<file path="config.mk">
export PLATFORM = sky130hd
export DESIGN_NAME = seriell_schieber
export DESIGN_NICKNAME = d
export VERILOG_FILES = /design/src/rtl/seriell_schieber.sv
export SDC_FILE = /design/constraint.sdc
export NUM_CORES = 1
export LEC_CHECK = 0
export BUFFER_PORTS_ARGS = -buffer_cell sky130_fd_sc_hd__buf_2
export CORE_MARGIN = 5
export CORE_UTILIZATION = 56
export CTS_BUF_LIST = sky130_fd_sc_hd__clkbuf_8
export CTS_CLUSTER_DIAMETER = 80
export DETAILED_ROUTE_END_ITERATION = 12
export PLACE_DENSITY = 0.9
export SYNTH_ARGS = -nofsm -noshare
export SYNTH_HDL_FRONTEND = slang
export SYNTH_SLANG_ARGS = --single-unit
</file>
<file path="constraint.sdc">
create_clock -name Takt -period 2.3 [get_ports Takt]
set_clock_uncertainty 0.05 [all_clocks]
set_input_delay 0.345 -clock Takt [delete_from_list [all_inputs] [get_ports Takt]]
set_output_delay 0.345 -clock Takt [all_outputs]
set_load 0.02 [all_outputs]
</file>
<file path="src/rtl/seriell_schieber.sv">
// seriell_schieber: multi-cycle shift/rotate unit, one bit position per clock.
// Slow-path counterpart to the single-cycle combinational rotator in the ALU.
//
// Parameters:
//   BREITE     - operand and result width in bits
//   LOG2BREITE - width of Stellen and of the step counter, log2(BREITE)
//
// Ports:
//   Takt     in   system clock, all state on the rising edge
//   Reset    in   synchronous, active-high reset
//   Start    in   request, accepted only while Bereit=1
//   Zahl     in   operand, sampled on the accepting edge
//   Stellen  in   shift count 0..BREITE-1, sampled on the accepting edge
//   Modus    in   000 rol, 001 ror, 010 lsl, 011 lsr, 100 asr, others leave data unchanged
//   Bereit   out  unit idle, can accept Start
//   Fertig   out  one-cycle pulse, Ergebnis newly valid
//   Ergebnis out  result, held until the next Fertig
module seriell_schieber #(
  parameter int unsigned BREITE     = 32,
  parameter int unsigned LOG2BREITE = 5
) (
  input  logic                  Takt,
  input  logic                  Reset,
  input  logic                  Start,
  input  logic [BREITE-1:0]     Zahl,
  input  logic [LOG2BREITE-1:0] Stellen,
  input  logic [2:0]            Modus,
  output logic                  Bereit,
  output logic                  Fertig,
  output logic [BREITE-1:0]     Ergebnis
);

  localparam logic [2:0] ModRotLinks  = 3'b000;
  localparam logic [2:0] ModRotRechts = 3'b001;
  localparam logic [2:0] ModLogLinks  = 3'b010;
  localparam logic [2:0] ModLogRechts = 3'b011;
  localparam logic [2:0] ModAriRechts = 3'b100;

  localparam logic [LOG2BREITE-1:0] ZaehlerEins = {{(LOG2BREITE-1){1'b0}}, 1'b1};

  typedef enum logic [1:0] {
    StLeerlauf = 2'b00,
    StSchieben = 2'b01,
    StFertig   = 2'b10
  } zustand_e;

  zustand_e              zustand_q, zustand_d;
  logic [BREITE-1:0]     daten_q, daten_d;
  logic [LOG2BREITE-1:0] zaehler_q, zaehler_d;
  logic [2:0]            modus_q, modus_d;
  logic [BREITE-1:0]     ergebnis_q, ergebnis_d;
  logic [BREITE-1:0]     schritt;

  // One-position step of the data register for the latched mode.
  always_comb begin
    schritt = daten_q;
    case (modus_q)
      ModRotLinks:  schritt = {daten_q[BREITE-2:0], daten_q[BREITE-1]};
      ModRotRechts: schritt = {daten_q[0], daten_q[BREITE-1:1]};
      ModLogLinks:  schritt = {daten_q[BREITE-2:0], 1'b0};
      ModLogRechts: schritt = {1'b0, daten_q[BREITE-1:1]};
      ModAriRechts: schritt = {daten_q[BREITE-1], daten_q[BREITE-1:1]};
      default:      schritt = daten_q;  // reserved modes pass the operand through
    endcase
  end

  always_comb begin
    zustand_d  = zustand_q;
    daten_d    = daten_q;
    zaehler_d  = zaehler_q;
    modus_d    = modus_q;
    ergebnis_d = ergebnis_q;
    Bereit     = 1'b0;
    Fertig     = 1'b0;

    unique case (zustand_q)
      StLeerlauf: begin
        Bereit = 1'b1;
        if (Start) begin
          daten_d   = Zahl;
          zaehler_d = Stellen;
          modus_d   = Modus;
          zustand_d = StSchieben;
        end
      end
      StSchieben: begin
        if (zaehler_q != '0) begin
          daten_d   = schritt;
          zaehler_d = zaehler_q - ZaehlerEins;
        end else begin
          ergebnis_d = daten_q;
          zustand_d  = StFertig;
        end
      end
      StFertig: begin
        Fertig    = 1'b1;
        zustand_d = StLeerlauf;
      end
      default: begin
        zustand_d = StLeerlauf;
      end
    endcase
  end

  always_ff @(posedge Takt) begin
    if (Reset) begin
      zustand_q  <= StLeerlauf;
      daten_q    <= '0;
      zaehler_q  <= '0;
      modus_q    <= '0;
      ergebnis_q <= '0;
    end else begin
      zustand_q  <= zustand_d;
      daten_q    <= daten_d;
      zaehler_q  <= zaehler_d;
      modus_q    <= modus_d;
      ergebnis_q <= ergebnis_d;
    end
  end

  assign Ergebnis = ergebnis_q;

endmodule

</file>
# Yosys cells after proc, flatten, opt, wreduce, memory -nomap -nowiden
# Cells that the tools add are included.
[classes] n_reduce_logical=10 eq_ne=12 bitwise_logic=1 n_mux=12 add_sub_neg=1
[ops] op="$pmux 32 s5" count=1
[ops] op="$mux 32" count=2
[ops] op="$pmux 32 s2" count=1
[ops] op="$mux 5" count=2
[ops] op="$pmux 5 s2" count=1
[ops] op="$ne 2x2->1 const B" count=4
[ops] op="$eq 3x2->1 const B" count=2
[ops] op="$ne 6x1->1 const B" count=1
[ops] op="$reduce_and 2->1" count=3
[ops] op="$ne 5x1->1 const B" count=1
[ops] op="$reduce_and 5->1" count=1
[ops] op="$reduce_bool 5->1" count=1
[ops] op="$sub 5x1->5 const B" count=1
[ops] op="$mux 2" count=2
[ops] op="$pmux 2 s2" count=1
[ops] op="$reduce_and 4->1" count=1
[ops] op="$eq 3x1->1 const B" count=1
[ops] op="$eq 3x3->1 const B" count=1
[ops] op="$logic_not 3->1" count=1
[ops] op="$reduce_and 3->1" count=1
[ops] op="$eq 2x1->1 const B" count=1
[ops] op="$eq 2x2->1 const B" count=1
[ops] op="$logic_not 2->1" count=1
[ops] op="$mux 1" count=2
[ops] op="other kinds (2)" count=2
[totals] input_bits=43 output_inout_bits=34 reg_bits=74

# Depth between registers and ports, before layout
# Gate-level depths: netlist of the first run.
[depth] depth_word=4 ltp_mapped=7 mapped_depth_nobuf=7

# Least setup slack after synthesis of the first run
# No wires, ideal clock.
[synth_path] path_type="reg-to-reg" start="reg zaehler_q[0]" end="reg daten_q[1]" setup_slack_ns=0.467 stages_incl_launch_ff=8 t_arrival_ns=1.696 cell_sequence="dfxtp_1 > inv_1 > ha_1 > or4b_4 > a311oi_4 > buf_6 > nand2_1 > o31ai_1"
[synth_between] elab_chain_len=3
[synth_lines] element="start, declared" line="49" rtl="logic [LOG2BREITE-1:0] zaehler_q, zaehler_d;"
[synth_lines] element="start signal, assigned" line="115" rtl="zaehler_q <= zaehler_d;"
[synth_lines] element="$reduce_bool 5->1" line="87" rtl="if (zaehler_q != '0) begin"
[synth_lines] element="$ne 2x2->1 (no line)"
[synth_lines] element="$reduce_and 4->1 (no line)"
[synth_lines] element="end signal, assigned" line="114" rtl="daten_q <= daten_d;"
[synth_lines] element="end, declared" line="48" rtl="logic [BREITE-1:0] daten_q, daten_d;"
# No other way between the ends.
# A chain may end at the register's enable or synchronous reset.

# Worst setup path after layout of the first run
[layout_path] start="reg zaehler_q[0]" end="reg daten_q[14]"
# The elaborated chain is that of the path after synthesis.

==> reports/results.ini, run 1 <==
[status]
status=complete, no violations

[cells_and_area]
drive_above_1_share_pct=28.5
finish.net_count=530
layout.filler_cells=447
mostFrequentLayoutCells=sky130_fd_sc_hd__nand2_1, sky130_fd_sc_hd__buf_2, sky130_fd_sc_hd__dfxtp_1
syn2layout_area_growth_pct=18.3
mostFrequentLayoutCell=sky130_fd_sc_hd__nand2_1
antenna_cells=0
post_layout_nonfiller_instances=566

[placed_design]
dp_hpwl_um=6160
place_congestion=0.864
placed_cells=550
post-place-ws_ns=0.216
io_buffer_count=76

[synthesis]
synth_mux_area_share_pct=8.08
synthXorXnorAreaFrac_pct=0
largest_family_of_logic_cells_by_synthesized_area=compound AO/OA/AOI/OAI gates
ys_ff_latch=74
netlist_instances=418
postSynthAreaPerCell_um2=8.33
seq_area_frac_synth_pct=42.5
synth-compound-area-share_pct=26.8
synth_cell_types=39
postSynthNetCount=462
syn_area_um2=3480
synth-adder-area-share_pct=0.359
yosysWarningCount=0
synth_simple_gate_area_share_pct=17.0

[clock_network]
clkSinkCount=74
cts-buffers-inserted=9
clock_latency_at_the_later_pin_of_the_worst_skew_pair_ns=0.36
tritoncts=built
cts_max_level=3
post-cts-setup-buffers=0
cts-root-buf=sky130_fd_sc_hd__clkbuf_8
max-clock-path-buffers=2
clk_pin_slew_ns=0.08

[sta]
slew_violations=0
max_clock_freq_mhz=498
worst_slew_pin_slew_ns=0.528
relSlewSlack_pct=64.8
timing.final.setup_violations=0
rsz_0062_raised_after_global_routing=false
final_hold_viol_count=0
final.period_utilization_pct=87.3
fin_ws_ns=0.291
finalHoldWorstSlack_ns=0.180
final.min_clock_period_ns=2.01
final.setup.tns_ns=0

[drt]
vias=3434
via_density_per_instance=6.07
drt_wl_total_um=9260
drtPass1Iterations=5
antenna_violating_nets_post_route=0
number_of_drc_violations_after_detailed_routing=0
routed_length_per_placed_instance_um=16.4
detail_route.iter0.violations=307

[global_routing]
groute.usage.overall_pct=24.6
grt_pass1_vias=3161
grt_antenna_before_repair=0
first_pass_grt_wire_length_um=15400
grt_max_degree=42
grt_overflow_total=0

[run]
drv_cap=0

[worst_setup_path]
crit_type=flip-flop to flip-flop
highest_cell_delay_on_the_worst_timing_path_ns=0.53
cp.arrival_ns=2.24
critical_path.startpoint_type=flip-flop
worst_path_max_delay_cell=sky130_fd_sc_hd__or4b_4
cp-end-kind=flip-flop
crit_path_max_fanout=31
cp_cell_sequence=inv_1 > ha_1 > or4b_4 > a311oi_4 > buf_12 > nand2_1 > o21ai_0
worstPathRequired_ns=2.53

[die]
vertical_die_dimension_um=88.9
rows=28
core_um2=5990
die_width_um=88.9
initial_core_util_pct=58.1
die-area_um2=7900
io_pins=77

[power]
p_clk_share_pct=29.5
share_seq_of_total_power_pct=47.2
peakVddDrop_uv=439
p_leak_uw=0.00167
ratio_of_total_power_to_cell_area_nw_per_um2=803
net-switching-power_uw=1070
comb_power_share_pct=23.3
switch_share_pct=32.4
intPower_uw=2240

[worst_hold_path]
holdCritPathClass=primary input to flip-flop

[layer usage]
| metal | GRT usage, % | up-vias | routed length (um) |
|---|---|---|---|
| met3 | 5.77 | 21 | 800 |
| li1 | - | 1637 | - |
| met1 | 33.0 | 1601 | 3980 |
| met5 | 0 | - | 0 |
| met4 | 8.38 | 0 | 191 |
| met2 | 39.0 | 175 | 4290 |
[critical path, delay by kind of cell, from the launching register on]
kind,cells,cell delay (ns)
compound gates,2,0.41
fa+ha+maj,1,0.23
buf+inv,2,0.33
flops,1,0.31
simple gates,2,0.62
[path summary, 6_finish.rpt]
kind / from / end / slack, ns / cells past startpoint
hold reg to reg: Ergebnis[24] / Ergebnis[24] / 0.40 / 2
setup / recovery: zaehler_q[0] / daten_q[14] / 0.29 / 7
hold / removal: Modus[0] / modus_q[0] / 0.18 / 3
setup reg to reg: zaehler_q[0] / daten_q[14] / 0.29 / 7
[timing repair]
action | in CTS | in global routing
resized for setup | 0 | 1
setup endpoints to repair | 0 | 1
hold buffers | 0 | 0
[power by group through the flow]
| stage | Sequential [uW] | Combinational (uW) | Clock (uW) |
|---|---|---|---|
| after floorplan | 1560 | 548 | 0 |
| after global placement | 1570 | 720 | 0 |
| after detailed placement | 1580 | 749 | 0 |
| after CTS | 1560 | 760 | 977 |
| after global routing | 1580 | 848 | 1040 |
| final | 1560 | 769 | 976 |
[flip-flops by register name, indices dropped and copies added, names as in the netlist]
name,count
daten_q,32
Ergebnis,32
zustand_q,2
zaehler_q,5
modus_q,3
[metrics by stage]
stage / util [%] / total power [uW] / area, um^2
after floorplan: - / 2110 / 3480
after global placement: 65.5 / 2290 / 3930
after detailed placement: 65.5 / 2330 / 3930
after CTS: 68.7 / 3290 / 4110
after global routing: 68.8 / 3470 / 4120
final: 68.8 / 3310 / 4120
[synth_stat cells, drive strengths merged]
cell type | count | area [um^2]
clkbuf | 22 | 82.6
a22o | 1 | 8.76
o31ai | 6 | 45.0
a21oi | 42 | 210
nand2 | 102 | 383
a32o | 1 | 10.0
a221oi | 6 | 52.6
nor2b | 2 | 12.5
inv | 5 | 18.8
o21ai | 56 | 284
or3b | 1 | 8.76
and4b | 1 | 10.0
dfxtp | 74 | 1480
or4b | 1 | 13.8
a22oi | 1 | 7.51
nor2 | 14 | 55.1
nor4bb | 1 | 10.0
nor4 | 1 | 6.26
o32ai | 1 | 8.76
a21o | 1 | 7.51
nand2b | 3 | 18.8
a311oi | 1 | 26.3
nor3 | 2 | 10.0
a211oi | 2 | 15.0
nor3b | 4 | 40.0
a31oi | 1 | 6.26
a221o | 25 | 250
nand3b | 2 | 15.0
buf | 12 | 81.3
mux2 | 25 | 282
ha | 1 | 12.5
nor4b | 1 | 8.76
[logic make-up after synthesis]
kind of cell             after synthesis
AO/OA/AOI/OAI                        144
AND/OR/NAND/NOR                      135
flip-flops                            74
buffers and inverters                 39
multiplexers                          25
adder cells (fa/ha/maj)                1
[cell type report]
cell class                      instances  area (um^2)  area share, %
Multi-Input combinational cell        305         1830           44.5
Tap cell                               75         93.8           2.28
Clock buffer                            9          124           3.01
Inverter                                5         18.8          0.456
Sequential cell                        74         1480           36.0
Timing Repair Buffer                   91          505           12.3
Clock inverter                          7         62.6           1.52
Note: power is estimated with default switching activity, not from simulation.
==> run 2: changes to the inputs <==
==> constraint.sdc (replaced) <==
create_clock -name Takt -period 2.1 [get_ports Takt]
set_clock_uncertainty 0.05 [all_clocks]
set_input_delay 0.315 -clock Takt [delete_from_list [all_inputs] [get_ports Takt]]
set_output_delay 0.315 -clock Takt [all_outputs]
set_load 0.02 [all_outputs]
==> reports/results.ini, run 2 (same netlist as run 1, synthesis figures left out) <==
[power]
ratio_of_total_power_to_cell_area_nw_per_um2=887  ; +10%
intPower_uw=2560  ; +15%
p_clk_share_pct=30.1  ; +0.6 points
p_leak_uw=0.00174  ; +4.0%
net-switching-power_uw=1200  ; +12%
share_seq_of_total_power_pct=45.5  ; -1.7 points
switch_share_pct=31.8  ; -0.58 points
peakVddDrop_uv=550  ; +25%
comb_power_share_pct=24.4  ; +1.1 points
design_power_total_uw=3760  ; +14%

[worst_setup_path]
worstPathRequired_ns=2.31  ; -0.22 ns
worstRegToRegCells=8  ; +1
cp_cell_sequence=inv_1 > ha_4 > or4b_4 > a311oi_4 > buf_6 > clkbuf_16 > nand2_1 > o31ai_1
highest_cell_delay_on_the_worst_timing_path_ns=0.49  ; -0.04 ns
crit_path_max_fanout=15  ; -52%
crit_type=flip-flop to flip-flop
timing.reg2reg.setup_slack_ns=0.05  ; -0.24 ns
critical_path.startpoint_type=flip-flop
worst_path_max_delay_cell=sky130_fd_sc_hd__or4b_4
cp-end-kind=flip-flop
regToRegStartpoint=zaehler_q[0]
cp_num_buf_inv=3  ; +1
critical_path.top_delay_family=simple AND/OR/NAND/NOR gates
cp.arrival_ns=2.26  ; +0.02 ns
reg2reg_to=daten_q[3]

[placed_design]
post-place-ws_ns=0.0314  ; -0.185 ns
io_buffer_count=76  ; unchanged
place_congestion=0.889  ; +2.8%
dp_hpwl_um=6190  ; +0.40%
placed_cells=553  ; +0.55%

[drt]
drt_wl_total_um=9660  ; +4.4%
drtPass1Iterations=6  ; +1
number_of_drc_violations_after_detailed_routing=0  ; unchanged
detail_route.iter0.violations=301  ; -2.0%
via_density_per_instance=6.00  ; -1.0%
vias=3440  ; +0.17%
routed_length_per_placed_instance_um=16.9  ; +3.1%
antenna_violating_nets_post_route=0  ; unchanged

[cells_and_area]
layout.filler_cells=449  ; +0.45%
antenna_cells=0  ; unchanged
finish.net_count=537  ; +1.3%
mostFrequentLayoutCells=sky130_fd_sc_hd__nand2_1, sky130_fd_sc_hd__buf_2, sky130_fd_sc_hd__dfxtp_1
post_layout_nonfiller_instances=573  ; +1.2%
mostFrequentLayoutCell=sky130_fd_sc_hd__nand2_1
drive_above_1_share_pct=29.7  ; +1.2 points
syn2layout_area_growth_pct=21.7

[worst_hold_path]
hold_path.startpoint=Modus[1]
holdCritPathClass=primary input to flip-flop
holdPathEnd=modus_q[1]
worstHoldPathCells=3  ; unchanged

[clock_network]
clock_latency_at_the_later_pin_of_the_worst_skew_pair_ns=0.36  ; about the same
cts-buffers-inserted=9  ; unchanged
cts_max_level=3  ; unchanged
tritoncts=built
clk_pin_slew_ns=0.08  ; about the same
max-clock-path-buffers=2  ; unchanged
cts-root-buf=sky130_fd_sc_hd__clkbuf_8
clkSinkCount=74  ; unchanged

[die]
die-area_um2=7900  ; unchanged
vertical_die_dimension_um=88.9  ; unchanged
core_um2=5990  ; unchanged
die_width_um=88.9  ; unchanged
io_pins=77  ; unchanged
rows=28  ; unchanged
initial_core_util_pct=58.1  ; unchanged

[status]
status=complete, no violations

[sta]
final.min_clock_period_ns=2.05  ; +0.0371 ns
final_hold_viol_count=0  ; unchanged
timing.final.setup_violations=0  ; unchanged
slew_violations=0  ; unchanged
fin_ws_ns=0.0544  ; -0.237 ns
final.setup.tns_ns=0  ; unchanged
max_clock_freq_mhz=489  ; -1.8%
relSlewSlack_pct=64.2  ; -0.58 points
final.period_utilization_pct=97.4  ; +10 points
finalHoldWorstSlack_ns=0.145  ; -0.0352 ns
worst_slew_pin_slew_ns=0.537  ; +0.00894 ns

[run]
drv_cap=0  ; unchanged

[global_routing]
first_pass_grt_wire_length_um=15000  ; -2.2%
grt_overflow_total=0  ; unchanged
grt_pass1_vias=3114  ; -1.5%
grt_antenna_before_repair=0  ; unchanged
groute.usage.overall_pct=24.3  ; -0.28 points
grt_max_degree=35  ; -17%

==> run 2: cell types whose count changed in the layout (fill, tap and decap cells not counted) <==
cell / previous run / this run
sky130_fd_sc_hd__ha_4: 0 / 1
sky130_fd_sc_hd__inv_1: 6 / 7
sky130_fd_sc_hd__buf_4: 14 / 18
sky130_fd_sc_hd__buf_6: 0 / 1
sky130_fd_sc_hd__clkbuf_8: 9 / 11
sky130_fd_sc_hd__clkinvlp_4: 2 / 0
sky130_fd_sc_hd__o21ai_2: 1 / 2
sky130_fd_sc_hd__clkinv_2: 2 / 1
sky130_fd_sc_hd__ha_1: 1 / 0
sky130_fd_sc_hd__o21ai_1: 17 / 16
sky130_fd_sc_hd__clkbuf_16: 0 / 2
==> run 2: worst max path at each step <==
stage                       from     endpoint  depth (start not counted)  slack [ns]
floorplan           zaehler_q[0]   daten_q[1]                          7        0.27
global placement    zaehler_q[0]  daten_q[12]                          7        0.18
detailed placement  zaehler_q[0]  daten_q[19]                          7        0.03
CTS                 zaehler_q[0]  daten_q[19]                          7        0.01
global route        zaehler_q[0]  daten_q[16]                          8       -0.01
finish              zaehler_q[0]   daten_q[3]                          8        0.05
==> run 2: power groups by stage <==
stage               sequential (uW)  clock (uW)  combinational [uW]
floorplan                      1710           0                 600
global placement               1720           0                 798
detailed placement             1730           0                 831
CTS                            1700        1120                 842
global route                   1730        1190                1000
finish                         1710        1130                 916
==> run 2: timing repair <==
item | 4_1_cts | 5_1_grt
endpoints found under the setup margin | 0 | 31
hold buffers | 0 | 0
buffers inserted | 0 | 2
resized for setup | 0 | 5
==> run 2: final cells by class <==
type | instances | area (um^2) | area share, %
clock buffers | 11 | 151 | 3.57
clock inverters | 5 | 46.3 | 1.09
inverters | 5 | 18.8 | 0.443
multi-input cells | 305 | 1850 | 43.6
flip-flops and latches | 74 | 1480 | 35.0
well taps | 75 | 93.8 | 2.21
repair buffers | 98 | 597 | 14.1
==> run 2: per-layer routing <==
layer	GRT usage, %	routed length [um]	share of wire (%)	vias to the layer above
li1	-	-	-	1649
met1	33.1	3990	41	1582
met2	37.0	4580	47	185
met3	4.28	845	8.7	24
met4	12.4	244	2.5	0
met5	0	0	0	-
==> run 2: worst register-to-register path, delay by kind of cell, from the launching register on <==
kind | cells | cell delay [ns]
flops | 1 | 0.32
simple gates | 2 | 0.55
fa+ha+maj | 1 | 0.17
compound gates | 2 | 0.39
buf+inv | 3 | 0.49
==> run 2: through the flow <==
stage | cell area, um^2 | utilization, %
after floorplan | 3480 | -
after global placement | 3950 | 65.9
after detailed placement | 3950 | 65.9
after CTS | 4150 | 69.2
after global routing | 4240 | 70.7
final | 4240 | 70.7
==> run 3: changes to the inputs <==
==> constraint.sdc (replaced) <==
create_clock -name Takt -period 2 [get_ports Takt]
set_clock_uncertainty 0.05 [all_clocks]
set_input_delay 0.3 -clock Takt [delete_from_list [all_inputs] [get_ports Takt]]
set_output_delay 0.3 -clock Takt [all_outputs]
set_load 0.02 [all_outputs]
==> reports/results.ini, run 3 (same netlist as run 1, synthesis figures left out) <==
[worst_setup_path]
critical_path.endpoint=daten_q[14]
cp-end-kind=flip-flop
critical_path.startpoint_type=flip-flop
worstRegToRegCells=8  ; unchanged
regToRegStartpoint=zaehler_q[1]
reg2reg_to=daten_q[14]
crit_type=flip-flop to flip-flop
timing.reg2reg.setup_slack_ns=0.1  ; +0.04 ns
worstSetupStartpoint=zaehler_q[1]
worstPathRequired_ns=2.21  ; -0.10 ns
crit_path_max_fanout=16  ; +1
cp.arrival_ns=2.12  ; -0.14 ns

[power]
p_leak_uw=0.00175  ; +0.69%
peakVddDrop_uv=641  ; +17%
ratio_of_total_power_to_cell_area_nw_per_um2=960  ; +8.3%

[die]
core_um2=5990  ; unchanged
rows=28  ; unchanged
vertical_die_dimension_um=88.9  ; unchanged
die-area_um2=7900  ; unchanged
initial_core_util_pct=58.1  ; unchanged
die_width_um=88.9  ; unchanged
io_pins=77  ; unchanged

[drt]
number_of_drc_violations_after_detailed_routing=0  ; unchanged
vias=3518  ; +2.3%
drt_wl_total_um=9740  ; +0.83%
via_density_per_instance=6.13  ; +2.1%
routed_length_per_placed_instance_um=17.0  ; +0.65%
antenna_violating_nets_post_route=0  ; unchanged
detail_route.iter0.violations=315  ; +4.7%
drtPass1Iterations=6  ; unchanged

[clock_network]
clk_pin_slew_ns=0.08  ; about the same
max-clock-path-buffers=2  ; unchanged
cts_hold_buf=0  ; unchanged
clkSinkCount=74  ; unchanged
tritoncts=built
clock_latency_at_the_later_pin_of_the_worst_skew_pair_ns=0.35  ; about the same
cts_max_level=3  ; unchanged
cts-root-buf=sky130_fd_sc_hd__clkbuf_8
cts-buffers-inserted=9  ; unchanged

[sta]
final_hold_viol_count=0  ; unchanged
relSlewSlack_pct=65.3  ; +1.1 points
final.setup.tns_ns=0  ; unchanged
final.min_clock_period_ns=1.90  ; -0.144 ns
fin_ws_ns=0.0981  ; +0.0437 ns
timing.final.setup_violations=0  ; unchanged
slew_violations=0  ; unchanged
rsz_0062_raised_after_global_routing=false
max_clock_freq_mhz=526  ; +7.6%
final.period_utilization_pct=95.1  ; -2.3 points
finalHoldWorstSlack_ns=0.125  ; -0.0199 ns
worst_slew_pin_slew_ns=0.518  ; -0.0188 ns

[status]
status=complete, no violations

[cells_and_area]
antenna_cells=0  ; unchanged
drive_above_1_share_pct=30.5  ; +0.74 points
mostFrequentLayoutCell=sky130_fd_sc_hd__nand2_1
syn2layout_area_growth_pct=22.8
mostFrequentLayoutCells=sky130_fd_sc_hd__nand2_1, sky130_fd_sc_hd__buf_2, sky130_fd_sc_hd__dfxtp_1
finish.net_count=540  ; +0.56%
post_layout_nonfiller_instances=574  ; +0.17%

[placed_design]
post-place-ws_ns=0.0409  ; +0.00956 ns
place_congestion=0.870  ; -2.1%
placed_cells=556  ; +0.54%
dp_hpwl_um=6150  ; -0.60%
io_buffer_count=76  ; unchanged

[global_routing]
first_pass_grt_wire_length_um=15600  ; +4.1%
groute.usage.overall_pct=25.6  ; +1.2 points
grt_pass1_vias=3277  ; +5.2%
grt_antenna_before_repair=0  ; unchanged
grt_overflow_total=0  ; unchanged
grt_max_degree=31  ; -11%

[run]
drv_cap=0  ; unchanged

[worst_hold_path]
holdCritPathClass=primary input to flip-flop

==> run 3: cell count changes in the layout (fill, tap and decap cells not counted) <==
cell                        delta
sky130_fd_sc_hd__inv_2         +2
sky130_fd_sc_hd__clkinv_2      -1
sky130_fd_sc_hd__o21ai_1       +1
sky130_fd_sc_hd__buf_4         +3
sky130_fd_sc_hd__bufinv_16     +1
sky130_fd_sc_hd__clkbuf_16     -2
sky130_fd_sc_hd__buf_16        +1
sky130_fd_sc_hd__nor4b_2       -1
sky130_fd_sc_hd__clkbuf_8      +1
sky130_fd_sc_hd__nor4b_1       +1
sky130_fd_sc_hd__o21ai_2       -1
sky130_fd_sc_hd__inv_1         -5
sky130_fd_sc_hd__buf_12        +1
==> run 3: report_power, final <==
group	switching, uW	leakage [uW]	internal, uW
Clock	538	0.000115	791
Combinational	536	0.00103	445
Sequential	173	0.000604	1620
==> run 3: layout make-up <==
cell class | instances | area, um^2
multi-input combinational | 305 | 1840
fill | 450 | 1720
sequential | 74 | 1480
timing repair buffer | 101 | 617
clock buffer | 12 | 165
tap | 75 | 93.8
clock inverter | 2 | 60.1
inverter | 5 | 18.8
==> run 3: worst max-delay path, stage by stage, from the launching register on <==
cell and delay, ns:
sky130_fd_sc_hd__dfxtp_1 0.34, sky130_fd_sc_hd__inv_2 0.08, sky130_fd_sc_hd__ha_4 0.15, sky130_fd_sc_hd__or4b_4 0.48, sky130_fd_sc_hd__a311oi_4 0.24, sky130_fd_sc_hd__buf_4 0.17, sky130_fd_sc_hd__buf_12 0.14, sky130_fd_sc_hd__nand2_1 0.07
sky130_fd_sc_hd__o21ai_0 0.09
==> run 3: layer usage <==
layer	vias to the layer above	part of all wire, %	track usage [%]
met1	1631	41	32.6
met3	26	9.9	6.42
met2	202	47	41.8
li1	1659	-	-
met5	-	0	0
met4	0	2.5	9.20
==> run 3: stage by stage <==
stage	instance area [um^2]	util, %	power (uW)
final	4280	71.4	4110
after global routing	4280	71.4	4290
after CTS	4260	71.2	4080
after detailed placement	3980	66.5	2710
after global placement	3980	66.5	2660
after floorplan	3480	-	2420
==> run 3: how the worst min path moves through the flow <==
stage / cells after the start / to / start
6_report: 3 / modus_q[2] / Modus[2]
5_1_grt: 3 / modus_q[1] / Modus[1]
2_1_floorplan: 2 / modus_q[1] / Modus[1]
3_5_place_dp: 2 / Ergebnis[7] / Ergebnis[7]
4_1_cts: 3 / modus_q[2] / Modus[2]
3_3_place_gp: 2 / Ergebnis[9] / Ergebnis[9]
==> run 3: repair_timing <==
action	CTS	global route
buffers inserted	2	1
pin swaps	2	1
endpoints found under the setup margin	1	18
cloned	1	0
resized for setup	5	1
